==> src/rtl/matmul_pkg.sv <==
// matmul_pkg: shared types, width helpers and output reduction helper for
// the matmul_sequencer block.
package matmul_pkg;

  // Sequencer control states
  typedef enum logic [1:0] {
    ST_LOAD = 2'd0,
    ST_MAC  = 2'd1,
    ST_EMIT = 2'd2
  } state_e;

  // Width of a row/column/inner index for an n x n product (IDX_W)
  function automatic int idx_w(input int n);
    return $clog2(n);
  endfunction

  // Width of the operand load counter covering both matrices (LD_W)
  function automatic int ld_w(input int n);
    return $clog2(2 * n * n);
  endfunction

  // Accumulator width that can hold n full-width products without overflow
  function automatic int acc_w(input int dw, input int n);
    return 2 * dw + $clog2(n);
  endfunction

  // True when value does not fit in out_w unsigned bits
  function automatic logic sat_ovf(input logic [63:0] value, input int out_w);
    return (value >> out_w) != 64'd0;
  endfunction

endpackage

==> src/rtl/matmul_mac_unit.sv <==
// matmul_mac_unit: the single shared element multiplier feeding a registered
// accumulator. clr has priority over en; the accumulator holds otherwise.
module matmul_mac_unit
  import matmul_pkg::*;
#(
  parameter int DATA_WIDTH = 4,
  parameter int ACC_WIDTH  = 9
) (
  input  logic                  clk,
  input  logic                  rst_n,
  input  logic                  clr,
  input  logic                  en,
  input  logic [DATA_WIDTH-1:0] a,
  input  logic [DATA_WIDTH-1:0] b,
  output logic [ACC_WIDTH-1:0]  acc
);

  localparam int PROD_W = 2 * DATA_WIDTH;

  logic [PROD_W-1:0]    prod;
  logic [ACC_WIDTH-1:0] acc_d;
  logic [ACC_WIDTH-1:0] acc_q;

  // Full-width product, then clear / accumulate / hold selection
  always_comb begin
    prod  = PROD_W'(a) * PROD_W'(b);
    acc_d = acc_q;
    if (clr) begin
      acc_d = '0;
    end else if (en) begin
      acc_d = acc_q + ACC_WIDTH'(prod);
    end
  end

  // Accumulator register
  always_ff @(posedge clk or negedge rst_n) begin
    if (!rst_n) begin
      acc_q <= '0;
    end else begin
      acc_q <= acc_d;
    end
  end

  assign acc = acc_q;

endmodule

==> src/rtl/matmul_sequencer.sv <==
// matmul_sequencer: loads A then B (row-major) into local storage, computes
// each C element with N multiply-accumulate cycles on the shared MAC unit,
// and streams C row-major over a valid/ready handshake.
// Optional build macro MATMUL_SEQUENCER_SATURATE_EN: saturate C elements to
// OUT_WIDTH instead of truncating them.
module matmul_sequencer
  import matmul_pkg::*;
#(
  parameter int DATA_WIDTH = 4,
  parameter int N          = 2,
  parameter int OUT_WIDTH  = DATA_WIDTH + 4,
  parameter int ACC_WIDTH  = acc_w(DATA_WIDTH, N)
) (
  input  logic                  clk,
  input  logic                  rst_n,
  input  logic                  in_valid,
  output logic                  in_ready,
  input  logic [DATA_WIDTH-1:0] in_data,
  output logic                  out_valid,
  input  logic                  out_ready,
  output logic [OUT_WIDTH-1:0]  out_data,
  output logic                  busy
);

  localparam int IDX_W = idx_w(N);
  localparam int LD_W  = ld_w(N);
  localparam int NELEM = 2 * N * N;
  localparam logic [LD_W-1:0]  LD_LAST  = LD_W'(NELEM - 1);
  localparam logic [IDX_W-1:0] IDX_LAST = IDX_W'(N - 1);

  state_e               state_q, state_d;
  logic [LD_W-1:0]      load_cnt_q, load_cnt_d;
  logic [IDX_W-1:0]     i_q, i_d;
  logic [IDX_W-1:0]     j_q, j_d;
  logic [IDX_W-1:0]     k_q, k_d;
  logic [DATA_WIDTH-1:0] mem_q [NELEM];
  logic                 wr_en;
  logic                 mac_clr;
  logic                 mac_en;
  logic [LD_W-1:0]      a_addr;
  logic [LD_W-1:0]      b_addr;
  logic [DATA_WIDTH-1:0] a_op;
  logic [DATA_WIDTH-1:0] b_op;
  logic [ACC_WIDTH-1:0] acc;

  // Control state and counters
  always_ff @(posedge clk or negedge rst_n) begin
    if (!rst_n) begin
      state_q    <= ST_LOAD;
      load_cnt_q <= '0;
      i_q        <= '0;
      j_q        <= '0;
      k_q        <= '0;
    end else begin
      state_q    <= state_d;
      load_cnt_q <= load_cnt_d;
      i_q        <= i_d;
      j_q        <= j_d;
      k_q        <= k_d;
    end
  end

  // Operand storage: A occupies slots 0..N*N-1, B follows; not reset
  always_ff @(posedge clk) begin
    if (wr_en) begin
      mem_q[load_cnt_q] <= in_data;
    end
  end

  // Operand fetch for the current A[i][k] * B[k][j] term
  always_comb begin
    a_addr = LD_W'(i_q) * LD_W'(N) + LD_W'(k_q);
    b_addr = LD_W'(N * N) + LD_W'(k_q) * LD_W'(N) + LD_W'(j_q);
    a_op   = mem_q[a_addr];
    b_op   = mem_q[b_addr];
  end

  matmul_mac_unit #(
    .DATA_WIDTH(DATA_WIDTH),
    .ACC_WIDTH (ACC_WIDTH)
  ) u_mac (
    .clk  (clk),
    .rst_n(rst_n),
    .clr  (mac_clr),
    .en   (mac_en),
    .a    (a_op),
    .b    (b_op),
    .acc  (acc)
  );

  // Next-state, counter and MAC control decode
  always_comb begin
    state_d    = state_q;
    load_cnt_d = load_cnt_q;
    i_d        = i_q;
    j_d        = j_q;
    k_d        = k_q;
    wr_en      = 1'b0;
    mac_clr    = 1'b0;
    mac_en     = 1'b0;
    unique case (state_q)
      ST_LOAD: begin
        if (in_valid) begin
          wr_en = 1'b1;
          if (load_cnt_q == LD_LAST) begin
            load_cnt_d = '0;
            i_d        = '0;
            j_d        = '0;
            k_d        = '0;
            mac_clr    = 1'b1;
            state_d    = ST_MAC;
          end else begin
            load_cnt_d = load_cnt_q + 1'b1;
          end
        end
      end
      ST_MAC: begin
        mac_en = 1'b1;
        if (k_q == IDX_LAST) begin
          k_d     = '0;
          state_d = ST_EMIT;
        end else begin
          k_d = k_q + 1'b1;
        end
      end
      ST_EMIT: begin
        if (out_ready) begin
          mac_clr = 1'b1;
          k_d     = '0;
          if (j_q == IDX_LAST) begin
            j_d = '0;
            if (i_q == IDX_LAST) begin
              i_d        = '0;
              load_cnt_d = '0;
              state_d    = ST_LOAD;
            end else begin
              i_d     = i_q + 1'b1;
              state_d = ST_MAC;
            end
          end else begin
            j_d     = j_q + 1'b1;
            state_d = ST_MAC;
          end
        end
      end
      default: begin
        state_d = ST_LOAD;
      end
    endcase
  end

  // The accumulator register is the output register: it is loaded with the
  // final sum on MAC exit and frozen until the element is accepted.
  always_comb begin
`ifdef MATMUL_SEQUENCER_SATURATE_EN
    out_data = sat_ovf(64'(acc), OUT_WIDTH) ? '1 : OUT_WIDTH'(acc);
`else
    out_data = OUT_WIDTH'(acc);
`endif
  end

  assign in_ready  = (state_q == ST_LOAD);
  assign out_valid = (state_q == ST_EMIT);
  assign busy      = !((state_q == ST_LOAD) && (load_cnt_q == '0));

endmodule

==> config.mk <==
export PLATFORM = sky130hd
export DESIGN_NAME = matmul_sequencer
export DESIGN_NICKNAME = d
export VERILOG_FILES = /design/src/rtl/matmul_pkg.sv /design/src/rtl/matmul_mac_unit.sv /design/src/rtl/matmul_sequencer.sv
export SDC_FILE = /design/constraint.sdc
export NUM_CORES = 1
export LEC_CHECK = 0
export CAP_MARGIN = 10
export CORE_MARGIN = 3
export CORE_UTILIZATION = 40
export DETAILED_ROUTE_END_ITERATION = 8
export PLACE_DENSITY_LB_ADDON = 0.15
export SLEW_MARGIN = 20
export SYNTH_ARGS = -nofsm -noshare
export SYNTH_HDL_FRONTEND = slang
export SYNTH_SLANG_ARGS = --single-unit
==> constraint.sdc <==
create_clock -name clk -period 10.7 [get_ports clk]
set_clock_uncertainty 0.15 [all_clocks]
set_input_delay 2.14 -clock clk [delete_from_list [all_inputs] [get_ports clk]]
set_output_delay 2.14 -clock clk [all_outputs]
set_load 0.005 [all_outputs]
== Word-level counts from Yosys, hierarchy flattened ==
Memories as Yosys holds them, arrays and structs flattened.
Cells that the tools add are included.

* Multiply operators: 1
* Bitwise operators: 0
* $lt $le $gt $ge: 0
* Equality and inequality tests: 9
* Shift operators: 0
* Add/subtract/negate cells: 8
* Reduce and logical (&&, ||, !) cells: 12
* Mux-type cells: 36
* Div/mod/pow operators: 0

{| class="wikitable"
|+ Operators with widths
! kind !! number
|-
| $mux W1 || 18
|-
| $mux W9 || 2
|-
| $mux W3 || 5
|-
| $reduce_and A4 Y1 || 3
|-
| $mux W2 || 5
|-
| $reduce_and A5 Y1 || 2
|-
| $add A9 B8 Y9 || 1
|-
| $mul A4 B4 Y8 || 1
|-
| $ne A2 B1 Y1 const B || 4
|-
| $pmux W1 S2 || 3
|-
| $pmux W2 S3 || 1
|-
| $pmux W3 S2 || 1
|-
| $ne A2 B2 Y1 const B || 2
|-
| $reduce_bool A2 Y1 || 2
|-
| $add A1 B1 Y1 const B || 3
|-
| $add A2 B1 Y3 || 1
|-
| $add A3 B1 Y3 || 1
|-
| $add A3 B1 Y3 const B || 1
|-
| $add A3 B2 Y3 const A || 1
|-
| $eq A3 B3 Y1 const B || 1
|-
| $logic_not A3 Y1 || 1
|-
| $pmux W1 S3 || 1
|-
| $reduce_bool A3 Y1 || 1
|-
| $eq A2 B1 Y1 const B || 1
|-
| 4 further kinds || 4
|}

* Bits in read-only memories: 0
* Latch bits: 0
* Bits in registers: 17
* Bits in writable memories: 32
* Memories: 1
* Word-level logic and storage cells: 73
* Output and inout bits: 11
* Input bits: 8

{| class="wikitable"
|+ Memories
! name !! depth !! width !! read ports !! clocked after memory_dff !! wr ports !! line !! text
|-
| mem_q || 8 || 4 || 2 || 0 || 1 || matmul_sequencer.sv:36 || <nowiki>logic [DATA_WIDTH-1:0] mem_q [NELEM];</nowiki>
|}

== Logic depth before layout (Yosys ltp) ==
An unclocked memory read counts as a cell.

* Depth in word-level cells: 7
* Gate-level depth with buffers: 14
* Mapped depth without buffers: 13

== By module ==
Synthesis repeated with hierarchy kept, for this count alone.

* Cell total of the unflattened synthesis: 241
* Area, all modules: 2911.5 µm²

{| class="wikitable"
|+ By module, submodules not included
! module !! times used !! area each (µm²) !! seq. area each (µm²) !! cells an instance
|-
| matmul_sequencer || 1 || 1739.2 || 1161.1 || 104
|-
| matmul_mac_unit || 1 || 1172.4 || 225.2 || 137
|}

== Least setup slack after synthesis ==
Ideal clock, no wire load.

* Kind: register -> register
* Start point: reg k_q
* End point: reg u_mac.acc_q[5], in the netlist u_mac.acc[5]
* Cell stages (with the launch flop): 13
* Setup time: 0.128 ns
* Slack: 6.889 ns
* Required time: 10.422 ns
* Arrival time: 3.533 ns
* Cells stage by stage: dfrtp_1 buf_4 mux4_2 nand2_1 fa_1 fa_1 fa_1 inv_1 ha_1 a21o_1 a21oi_1 xor2_1 o21ai_0

* Longest elaborated chain between the ends: 7

{| class="wikitable"
|+ Ends and longest elaborated chain
! item !! line !! text
|-
| from (decl) || matmul_sequencer.sv:35 || <nowiki>logic [IDX_W-1:0] k_q, k_d;</nowiki>
|-
| from (signal assigned) || matmul_sequencer.sv:59 || <nowiki>k_q <= k_d;</nowiki>
|-
| $add A3 B2 Y3 || matmul_sequencer.sv:73 || <nowiki>b_addr = LD_W'(N * N) + LD_W'(k_q) * LD_W'(N) + LD_W'(j_q);</nowiki>
|-
| $add A3 B1 Y3 || matmul_sequencer.sv:73 ||
|-
| $mem_v2 Z8 W4 * || - ||
|-
| $mul A4 B4 Y8 * || matmul_mac_unit.sv:26 || <nowiki>prod = PROD_W'(a) * PROD_W'(b);</nowiki>
|-
| $add A9 B8 Y9 * || matmul_mac_unit.sv:31 || <nowiki>acc_d = acc_q + ACC_WIDTH'(prod);</nowiki>
|-
| $mux W9 * || matmul_mac_unit.sv:30 || <nowiki>end else if (en) begin</nowiki>
|-
| $mux W9 * || matmul_mac_unit.sv:28 || <nowiki>if (clr) begin</nowiki>
|-
| to (signal assigned) || matmul_mac_unit.sv:38 || <nowiki>acc_q <= '0;</nowiki>
|-
| to (signal assigned) || matmul_mac_unit.sv:40 || <nowiki>acc_q <= acc_d;</nowiki>
|-
| to (decl) || matmul_mac_unit.sv:22 || <nowiki>logic [ACC_WIDTH-1:0] acc_q;</nowiki>
|}

Every way passes the cells marked *; elsewhere a longest branch is shown, timed or not. The select of a mux whose other input is x is not followed.
A chain may end at the register's enable or synchronous reset.

== Final worst setup path ==
Same ends and word-level chain as after synthesis.

==> flow_summary.yaml <==
status:
  status: "completed"
yosys:
  yosys_most_used_dff: "edfxtp_1"
  ys_top_cells_by_count: "32 x edfxtp_1, 24 x inv_1, 18 x ha_1"
  syn_inst: 205
  ys_seq_area_share_pct: 51.4
  avgSynthCellArea_um2: 12.9
  synth_area_mm2: 0.00265
  syn-num-nets: 240
  yosysWarnings: 0
  yosysMostFrequentCell: "edfxtp_1"
  synth_cell_types: 39
  synth_edf_count: 32
  synthArstFlopShare_pct: 33.3
  synthTopCellsByArea: "edfxtp_1 36%, dfrtp_1 15%, ha_1 8.5%"
  ys_ff_latch: 48
  synth_top_cell_by_area: "edfxtp_1"
  synth_top_area_share_pct: 36.3
clocking:
  clkTransAtPathRegs_ns: 0.10
  holdBufCountCts: 0
  numCtsBuffers: 5
  cts_resized: 0
  clk_latency_ns: 0.30
  root_buffer: "clkbuf_8"
  ctsLongestPathBuffers: 2
  cts.sinks: 48
  cts_tree: "built"
  cts_setup_buffers: 0
  h-tree-depth: 2
drt:
  drt_first_pass_iters: 4
  drc: 0
  routedWlPerCell_um: 14.7
  vias_per_cell: 5.11
  antenna_left: 0
  drt_iter0_markers: 51
  vias: 1543
  wirelength_um: 4440
global_routing:
  grt_pass1_wl_um: 7630
  antenna_found_initial: 0
  grt_pass1_vias: 1564
  grt_use_total_pct: 13.4
  overflow: 0
  grt_max_degree: 17
sta:
  maxSlewHeadroom_pct: 51.5
  rsz0062_at_grt: "no"
  slew_viol_final: 0
  min_period_ns: 4.13
  setup-tns-final_ns: 0
  setup_ws_ns: 6.57
  holdWs_ns: 0.378
  tightest_slew_ns: 0.726
  setup_violations: 0
  max_freq_ghz: 0.242
  finalCritPeriodShare_pct: 38.6
  hold_viol: 0
setup_path:
  end_kind: "register"
  cp_slowest_cell: "dfrtp_1"
  required_ns: 10.74
  path_cells: "mux4_2 > nand2_1 > fa_1 > fa_1 > fa_1 > inv_1 > ha_1 > a21o_1 > a21oi_1 > xor2_1 > o21ai_0"
  timing.critical_path.from_type: "register"
  critical-path-top-delay-family: "adder cells"
  path_common_cell: "fa_1"
  worst-endpoint-arrival_ns: 4.17
  worst-path-max-fanout: 12
  cp_num_buf_inv: 1
  worstSetupPathType: "register to register"
  cpPeakStageDelay_ns: 0.69
  reg2reg_slack_ns: 6.57
floorplanning:
  dieArea_mm2: 0.00763
  die_w_um: 87.3
  dieHeight_um: 87.3
  initial_core_util_pct: 41.4
  row_count: 29
  io_pins: 19
  core_mm2: 0.00639
placed_design:
  hpwlAfterDp_um: 3410
  pre_cts_ws_ns: 6.52
  place_congestion: 0.753
  port_buffers: 18
  place_area_mm2: 0.00288
cells_and_area:
  areaGrowthSynthToFinish_pct: 13.2
  finalNetCount: 259
  diodes: 0
  drive_gt1_share_pct: 9.33
  final_cell_area_mm2: 0.00300
worst_hold_path:
  hold_class: "register to register"
run:
  cap_violations: 0
worst paths after layout:
path | to | depth (start not counted) | start
min reg2reg | u_mac.acc[6]$_DFFE_PN0P_ | 2 | u_mac.acc[6]$_DFFE_PN0P_
min in group asynchronous | u_mac.acc[5]$_DFFE_PN0P_ | 1 | rst_n
max reg2reg | u_mac.acc[5]$_DFFE_PN0P_ | 11 | k_q$_DFFE_PN0P_
min | u_mac.acc[6]$_DFFE_PN0P_ | 2 | u_mac.acc[6]$_DFFE_PN0P_
max in group asynchronous | k_q$_DFFE_PN0P_ | 1 | rst_n
max | u_mac.acc[5]$_DFFE_PN0P_ | 11 | k_q$_DFFE_PN0P_
cells in the final DEF, fill, tap and decap left out, types with 2 or more instances in the layout:
master	n
nand3_1	5
and2b_1	2
clkinv_4	2
nor3_1	3
fa_1	9
a22o_2	2
nand2_1	16
inv_1	24
a22o_1	5
xnor2_1	4
o211ai_1	2
clkdlybuf4s50_1	18
nor2_1	8
clkbuf_8	5
o21ai_0	8
nand2b_1	2
mux4_2	8
ha_1	18
dfrtp_1	16
a21oi_1	5
and2_1	12
xor2_1	3
edfxtp_1	32
a21o_1	2
cell families after synthesis:
family | share of synthesized area [%]
xor gates and xnor gates | 2.32
buffers and inverters | 5.06
AOI/OAI and AO/OA | 7.90
and+or+nand+nor | 10.4
adders and majority gates | 15.3
DFF | 51.4
muxes | 7.61
registers in the layout (all words and copies together), names as in the netlist:
name        flops
k_q             1
u_mac.acc       8
load_cnt_q      3
state_q         2
i_q             1
j_q             1
mem_q          32
routing by layer:
| metal | track usage (%) | routed length (um) | vias up |
|---|---|---|---|
| met5 | 0 | 0 | - |
| met2 | 22.1 | 2220 | 24 |
| met3 | 2.93 | 132 | 8 |
| li1 | - | - | 764 |
| met4 | 5.02 | 80 | 0 |
| met1 | 17.2 | 2010 | 747 |
through the flow:
step / util (%) / instances
floorplan: - / 205
global placement: 45.1 / 294
detailed placement: 45.1 / 294
CTS: 46.9 / 302
global route: 46.9 / 302
finish: 46.9 / 302
worst reg2reg max path: cells and delay by family, from the launching register on:
kind | cells | cell delay, ns
AOI/OAI and AO/OA | 3 | 0.42
xor gates and xnor gates | 1 | 0.16
adders and majority gates | 4 | 1.84
buffers and inverters | 1 | 0.04
DFF | 1 | 0.69
muxes | 1 | 0.61
and+or+nand+nor | 1 | 0.11
final cells by class:
type,count,area [um^2]
well taps,77,96.3
inverters,24,90.1
repair buffers,18,180
clock buffers,5,68.8
multi-input cells,127,1150
flip-flops and latches,48,1360
fillers,603,3390
clock inverters,3,47.5
Power is left out: the tool's default activity adds up to more than one toggle a clock period on the data nets, which glitch-free logic cannot reach.
